===== config.mk =====
export PLATFORM = sky130hd
export DESIGN_NAME = regfile_port_ctrl
export DESIGN_NICKNAME = d
export VERILOG_FILES = /design/src/rtl/regfile_port_ctrl.sv
export SDC_FILE = /design/constraint.sdc
export NUM_CORES = 1
export LEC_CHECK = 0
export BUFFER_PORTS_ARGS = -buffer_cell sky130_fd_sc_hd__buf_2
export CORE_MARGIN = 10
export CORE_UTILIZATION = 55
export CTS_CLUSTER_SIZE = 25
export DETAILED_ROUTE_END_ITERATION = 10
export PLACE_DENSITY = 0.85
export SYNTH_ARGS = -nofsm -noshare
export SYNTH_HDL_FRONTEND = slang
export SYNTH_SLANG_ARGS = --single-unit

===== constraint.sdc =====
create_clock -name clk -period 10.95 [get_ports clk]
set_input_delay 2.7375 -clock clk [delete_from_list [all_inputs] [get_ports clk]]
set_output_delay 2.7375 -clock clk [all_outputs]
set_load 0.01 [all_outputs]

===== src/rtl/regfile_port_ctrl.sv =====
// regfile_port_ctrl: initiator-side port controller for a 2R/1W register file.
// Latency: operands one cycle after a granted dec_valid; a write commits at the
// earliest one edge after it is accepted. Backpressure: wb_ready drops when the
// FIFO is full; dec_ready is a same-cycle grant held off by hazards, a stalled
// output register or a write winning the port.
// Ports: clk/reset; dec_* operand request; op_* captured operand output;
//        wb_* writeback input; rf_* register file read ports and write port.
module regfile_port_ctrl #(
  parameter int WB_DEPTH   = 4,
  parameter int STARVE_MAX = 3
) (
  input  logic        clk,
  input  logic        reset,
  input  logic        dec_valid,
  output logic        dec_ready,
  input  logic [4:0]  dec_rs1,
  input  logic [4:0]  dec_rs2,
  input  logic        dec_use_rs1,
  input  logic        dec_use_rs2,
  output logic        op_valid,
  input  logic        op_ready,
  output logic [31:0] op_rs1_val,
  output logic [31:0] op_rs2_val,
  input  logic        wb_valid,
  output logic        wb_ready,
  input  logic [4:0]  wb_rd,
  input  logic [31:0] wb_data,
  output logic [31:0] rf_rs1_addr,
  output logic [31:0] rf_rs2_addr,
  output logic        rf_read_rs1,
  output logic        rf_read_rs2,
  input  logic [31:0] rf_rs1,
  input  logic [31:0] rf_rs2,
  output logic [31:0] rf_rd,
  output logic [31:0] rf_rd_data,
  output logic        rf_rd_write
);

  localparam int AW = $clog2(WB_DEPTH);
  localparam int SW = (STARVE_MAX < 1) ? 1 : $clog2(STARVE_MAX + 1);
  localparam logic [AW:0]   FULL_CNT = (AW + 1)'(WB_DEPTH);
  localparam logic [SW-1:0] STARVE_L = SW'(STARVE_MAX);

  typedef enum logic {S_EMPTY, S_HOLD} state_t;

  logic [4:0]          fifo_rd   [WB_DEPTH];
  logic [31:0]         fifo_data [WB_DEPTH];
  logic [WB_DEPTH-1:0] fifo_vld;
  logic [AW:0]         wptr, rptr, count;
  logic [AW-1:0]       widx, head;
  logic                empty, full;
  logic                wb_acc, enq;
  logic                m1, m2, hz, rd_req;
  logic                wr_grant, rd_grant;
  logic [SW-1:0]       starve;
  state_t              state, state_nxt;

  assign count = wptr - rptr;
  assign empty = (wptr == rptr);
  assign full  = (count == FULL_CNT);
  assign widx  = wptr[AW-1:0];
  assign head  = rptr[AW-1:0];

  assign wb_ready = ~full;
  assign wb_acc   = wb_valid & wb_ready;
  // x0 writes complete the handshake but never occupy an entry.
  assign enq      = wb_acc & (wb_rd != 5'd0);

  // Match each source against every buffered write; x0 is never buffered so
  // only the explicit rs != 0 check is needed for the same-cycle write.
  always_comb begin
    m1 = 1'b0;
    m2 = 1'b0;
    for (int i = 0; i < WB_DEPTH; i++) begin
      if (fifo_vld[i] && fifo_rd[i] == dec_rs1) m1 = 1'b1;
      if (fifo_vld[i] && fifo_rd[i] == dec_rs2) m2 = 1'b1;
    end
  end

  assign hz = (dec_use_rs1 && dec_rs1 != 5'd0 && (m1 || (enq && wb_rd == dec_rs1))) ||
              (dec_use_rs2 && dec_rs2 != 5'd0 && (m2 || (enq && wb_rd == dec_rs2)));

  assign rd_req   = dec_valid & ~hz & (~op_valid | op_ready);
  // A pending write wins when nobody reads, when the FIFO is full, or when
  // reads have starved it for STARVE_MAX grants in a row.
  assign wr_grant = ~empty & (~rd_req | full | (starve == STARVE_L));
  assign rd_grant = rd_req & ~wr_grant;

  assign dec_ready   = rd_grant;
  assign rf_read_rs1 = rd_grant & dec_use_rs1;
  assign rf_read_rs2 = rd_grant & dec_use_rs2;
  assign rf_rd_write = wr_grant;
  assign rf_rs1_addr = {27'b0, dec_rs1};
  assign rf_rs2_addr = {27'b0, dec_rs2};
  assign rf_rd       = empty ? 32'd0 : {27'b0, fifo_rd[head]};
  assign rf_rd_data  = empty ? 32'd0 : fifo_data[head];

  // FIFO payload storage carries no reset; fifo_vld and pointers qualify it.
  always_ff @(posedge clk) begin
    if (enq) begin
      fifo_rd[widx]   <= wb_rd;
      fifo_data[widx] <= wb_data;
    end
  end

  // Enqueue and pop never target the same slot: enqueue needs not-full, pop
  // needs not-empty, so in between the tail and head indices differ.
  always_ff @(posedge clk or posedge reset) begin
    if (reset) begin
      wptr     <= '0;
      rptr     <= '0;
      fifo_vld <= '0;
    end else begin
      if (enq) begin
        fifo_vld[widx] <= 1'b1;
        wptr           <= wptr + 1'b1;
      end
      if (wr_grant) begin
        fifo_vld[head] <= 1'b0;
        rptr           <= rptr + 1'b1;
      end
    end
  end

  always_ff @(posedge clk or posedge reset) begin
    if (reset) begin
      starve <= '0;
    end else if (wr_grant || empty) begin
      starve <= '0;
    end else if (rd_grant && starve != STARVE_L) begin
      starve <= starve + 1'b1;
    end
  end

  // Output register state machine.
  always_ff @(posedge clk or posedge reset) begin
    if (reset) state <= S_EMPTY;
    else       state <= state_nxt;
  end

  always_comb begin
    state_nxt = state;
    case (state)
      S_EMPTY: if (rd_grant) state_nxt = S_HOLD;
      S_HOLD:  if (op_ready && !rd_grant) state_nxt = S_EMPTY;
      default: state_nxt = S_EMPTY;
    endcase
  end

  assign op_valid = (state == S_HOLD);

  // Disabled read ports return 0, so an unused operand captures 0 here.
  always_ff @(posedge clk or posedge reset) begin
    if (reset) begin
      op_rs1_val <= '0;
      op_rs2_val <= '0;
    end else if (rd_grant) begin
      op_rs1_val <= rf_rs1;
      op_rs2_val <= rf_rs2;
    end
  end

endmodule


==> metrics.cfg <==
[setup_path]
critPathMaxFanout=68
path_cells=buf_2, or4_1, o21ai_2, a31oi_4, nand4_1, a31oi_2, a211oi_4, buf_4, and2_1, buf_2
cp.required_ps=8210
critPathKind=input port to output pin
r2r-start=rptr[0]
start_kind=input port
reg2reg_slack_ps=7320
r2r_end=op_rs2_val[21]
cp-end-kind=output pin
cp_data_arrival_time_ps=5270
crit_slowest_cell=buf_4
max_stage_delay_ps=690
path_common_cell=buf_2
worstRegToRegCells=10

[sta]
finalSetupViolCount=0
finalCriticalPeriod_ps=8010
skew_ps=10.6
timing.final.crit_share_pct=73.1
fmax_mhz=125
relSlewSlack_pct=26.8
setup_tns_ps=0
finalHoldViolCount=0
rsz0062_at_grt=no
worst_pin_slew_ps=1100
final_max_slew_viol_count=0
setup_ws_ps=2940

[final_layout]
fin_nets=972
drive_gt1_share_pct=43.4
area_delta_synth_final_pct=17.1
fin_area_um2=11800

[synth]
synthFlopType=edfxtp_1
synth_commonest_cells=edfxtp_1 (148), buf_4 (94), dfrtp_1 (77), mux2_2 (49), and2_1 (43)
synth_area_um2=10100
synth_cells=618
postSynth.asyncResetShare_pct=34.2
ys_top_cells_by_area=edfxtp_1 (44%), dfrtp_1 (19%), mux4_2 (8.3%)
synth-seq-cells=225
syn_avg_cell_area_um2=16.3
synth_top_area_share_pct=44.1
ys_warn_count=0
yosysSeqAreaShare_pct=63.2
synth_cell_types=41
yosys.area.top_type=edfxtp_1
synth_edf_count=148
yosysMostFrequentCell=edfxtp_1

[cts]
cts_tree=done
post_cts_buffers=0
root_buffer=clkbuf_16
cts.clk_slew.worst_paths_ps=60
cts_made_buffers=23
cts_hold_buffers=0
cts.path.max_buffers=3
clk_latency_ps=510
ctsResizeCount=0
htree_levels=1
cts_sinks=225

[drt]
wl_mm=24.2
via_per_inst=5.26
firstDrtPassIters=4
drc=0
drtIter0Drc=322
ant_nets=0
post_drt_wl_per_cell_um=22.1
routed-via-count=5745

[floorplanning]
die_w_um=155
initial_utilization_pct=55.9
fp.coreArea_um2=18000
num_rows=49
die_h_um=155
ios=316
fp.dieArea_um2=24200

[hold_path]
hp-class=register to register
hold_path_end=starve[0]
whs_path_depth=1
worstHoldStart=starve[0]

[pwr]
power_leakage_uw=0.00488
power.density_nw_per_um2=298
irDropWorstVdd_mv=0.191

[placement]
gp_congestion=0.873
hpwl_mm=17.2
postPlaceCellArea_um2=11100
place_worst_setup_slack_ps=2910
port_buffers=234

[global_route]
grt_pass1_vias=6131
antenna_found_initial=8
overflow=0
grt_max_degree=78
grt_pass1_wl_mm=36.2
grt_usage_pct=19.1

[outcome]
status=finished, final reports clean

[run]
max-cap-violations=0

==> logic make-up (layout without fill, tap and decap cells) <==
family | after synthesis | count (layout) | share of synthesized area [%]
flops | 225 | 225 | 63.2
buf+inv | 130 | 290 | 8.65
mux | 102 | 102 | 15.5
simple gates | 75 | 75 | 4.58
xor+xnor | 56 | 56 | 4.94
compound gates | 18 | 18 | 1.74
fa+ha+maj | 11 | 11 | 1.36
other cells | 1 | 86 | 0.0372
==> worst max-delay path: cells and delay by family <==
family,cells,cell delay [ps]
simple gates,3,890
buf+inv,3,960
compound gates,4,670
==> state kept, by name, indices dropped and copies added (netlist names) <==
name	flops
fifo_data	128
fifo_rd	20
fifo_vld	4
op_rs1_val	32
op_rs2_val	32
op_valid	1
rptr	3
starve	2
wptr	3
==> worst max path at each step <==
| stage | start | endpoint | slack (ps) | depth (start not counted) |
|---|---|---|---|---|
| floorplan | wb_rd[1] | rf_read_rs1 | 3670 | 9 |
| global placement | wb_rd[1] | rf_read_rs1 | 2970 | 10 |
| detailed placement | wb_rd[1] | rf_read_rs2 | 2910 | 10 |
| CTS | wb_rd[1] | rf_read_rs2 | 2920 | 10 |
| global route | wb_rd[1] | rf_read_rs1 | 2780 | 10 |
| finish | wb_rd[1] | rf_read_rs2 | 2940 | 10 |
==> cell usage in the layout, fill, tap and decap left out, drive strengths merged, types with 3 or more instances in the layout <==
master | Yosys | final
buf | 107 | 240
edfxtp | 148 | 148
conb | 1 | 81
dfrtp | 77 | 77
mux2 | 65 | 65
and2 | 43 | 43
xor2 | 39 | 39
mux4 | 37 | 37
clkbuf | 13 | 30
xnor2 | 17 | 17
ha | 11 | 11
inv | 10 | 10
clkinv | 0 | 9
nor4 | 8 | 8
diode | 0 | 5
nand3 | 5 | 5
a31oi | 5 | 5
and3 | 4 | 4
o21ai | 4 | 4
or4 | 3 | 3
nor3 | 3 | 3
o22a | 3 | 3
==> metal layers <==
layer | GRT usage [%] | wire length, um
met1 | 21.8 | 8710
met2 | 33.6 | 12800
met3 | 5.76 | 2110
met4 | 5.70 | 512
met5 | 0 | 10
==> per-stage QoR <==
stage / util, % / total power (uW) / hold WS, ps / std cells
CTS: 65.4 / 3580 / 442 / 1087
floorplan: - / 2290 / 413 / 698
global route: 65.5 / 3740 / 456 / 1091
global placement: 61.4 / 2780 / 431 / 1047
detailed placement: 61.4 / 2820 / 435 / 1047
finish: 65.5 / 3520 / 438 / 1092
==> layout make-up <==
class / instances / area [um^2]
antenna: 5 / 12.5
clock buffer: 30 / 643
clock inverter: 10 / 88.8
fill: 1258 / 6220
inverter: 10 / 38.8
multi-input combinational: 343 / 3150
sequential: 225 / 6370
tap: 229 / 287
timing repair buffer: 240 / 1220
==> power breakdown <==
part / internal [uW] / total, uW / switching [uW]
Clock: 439 / 750 / 311
Sequential: 1200 / 1320 / 115
Combinational: 662 / 1450 / 790
(Power assumes the default switching activity.)
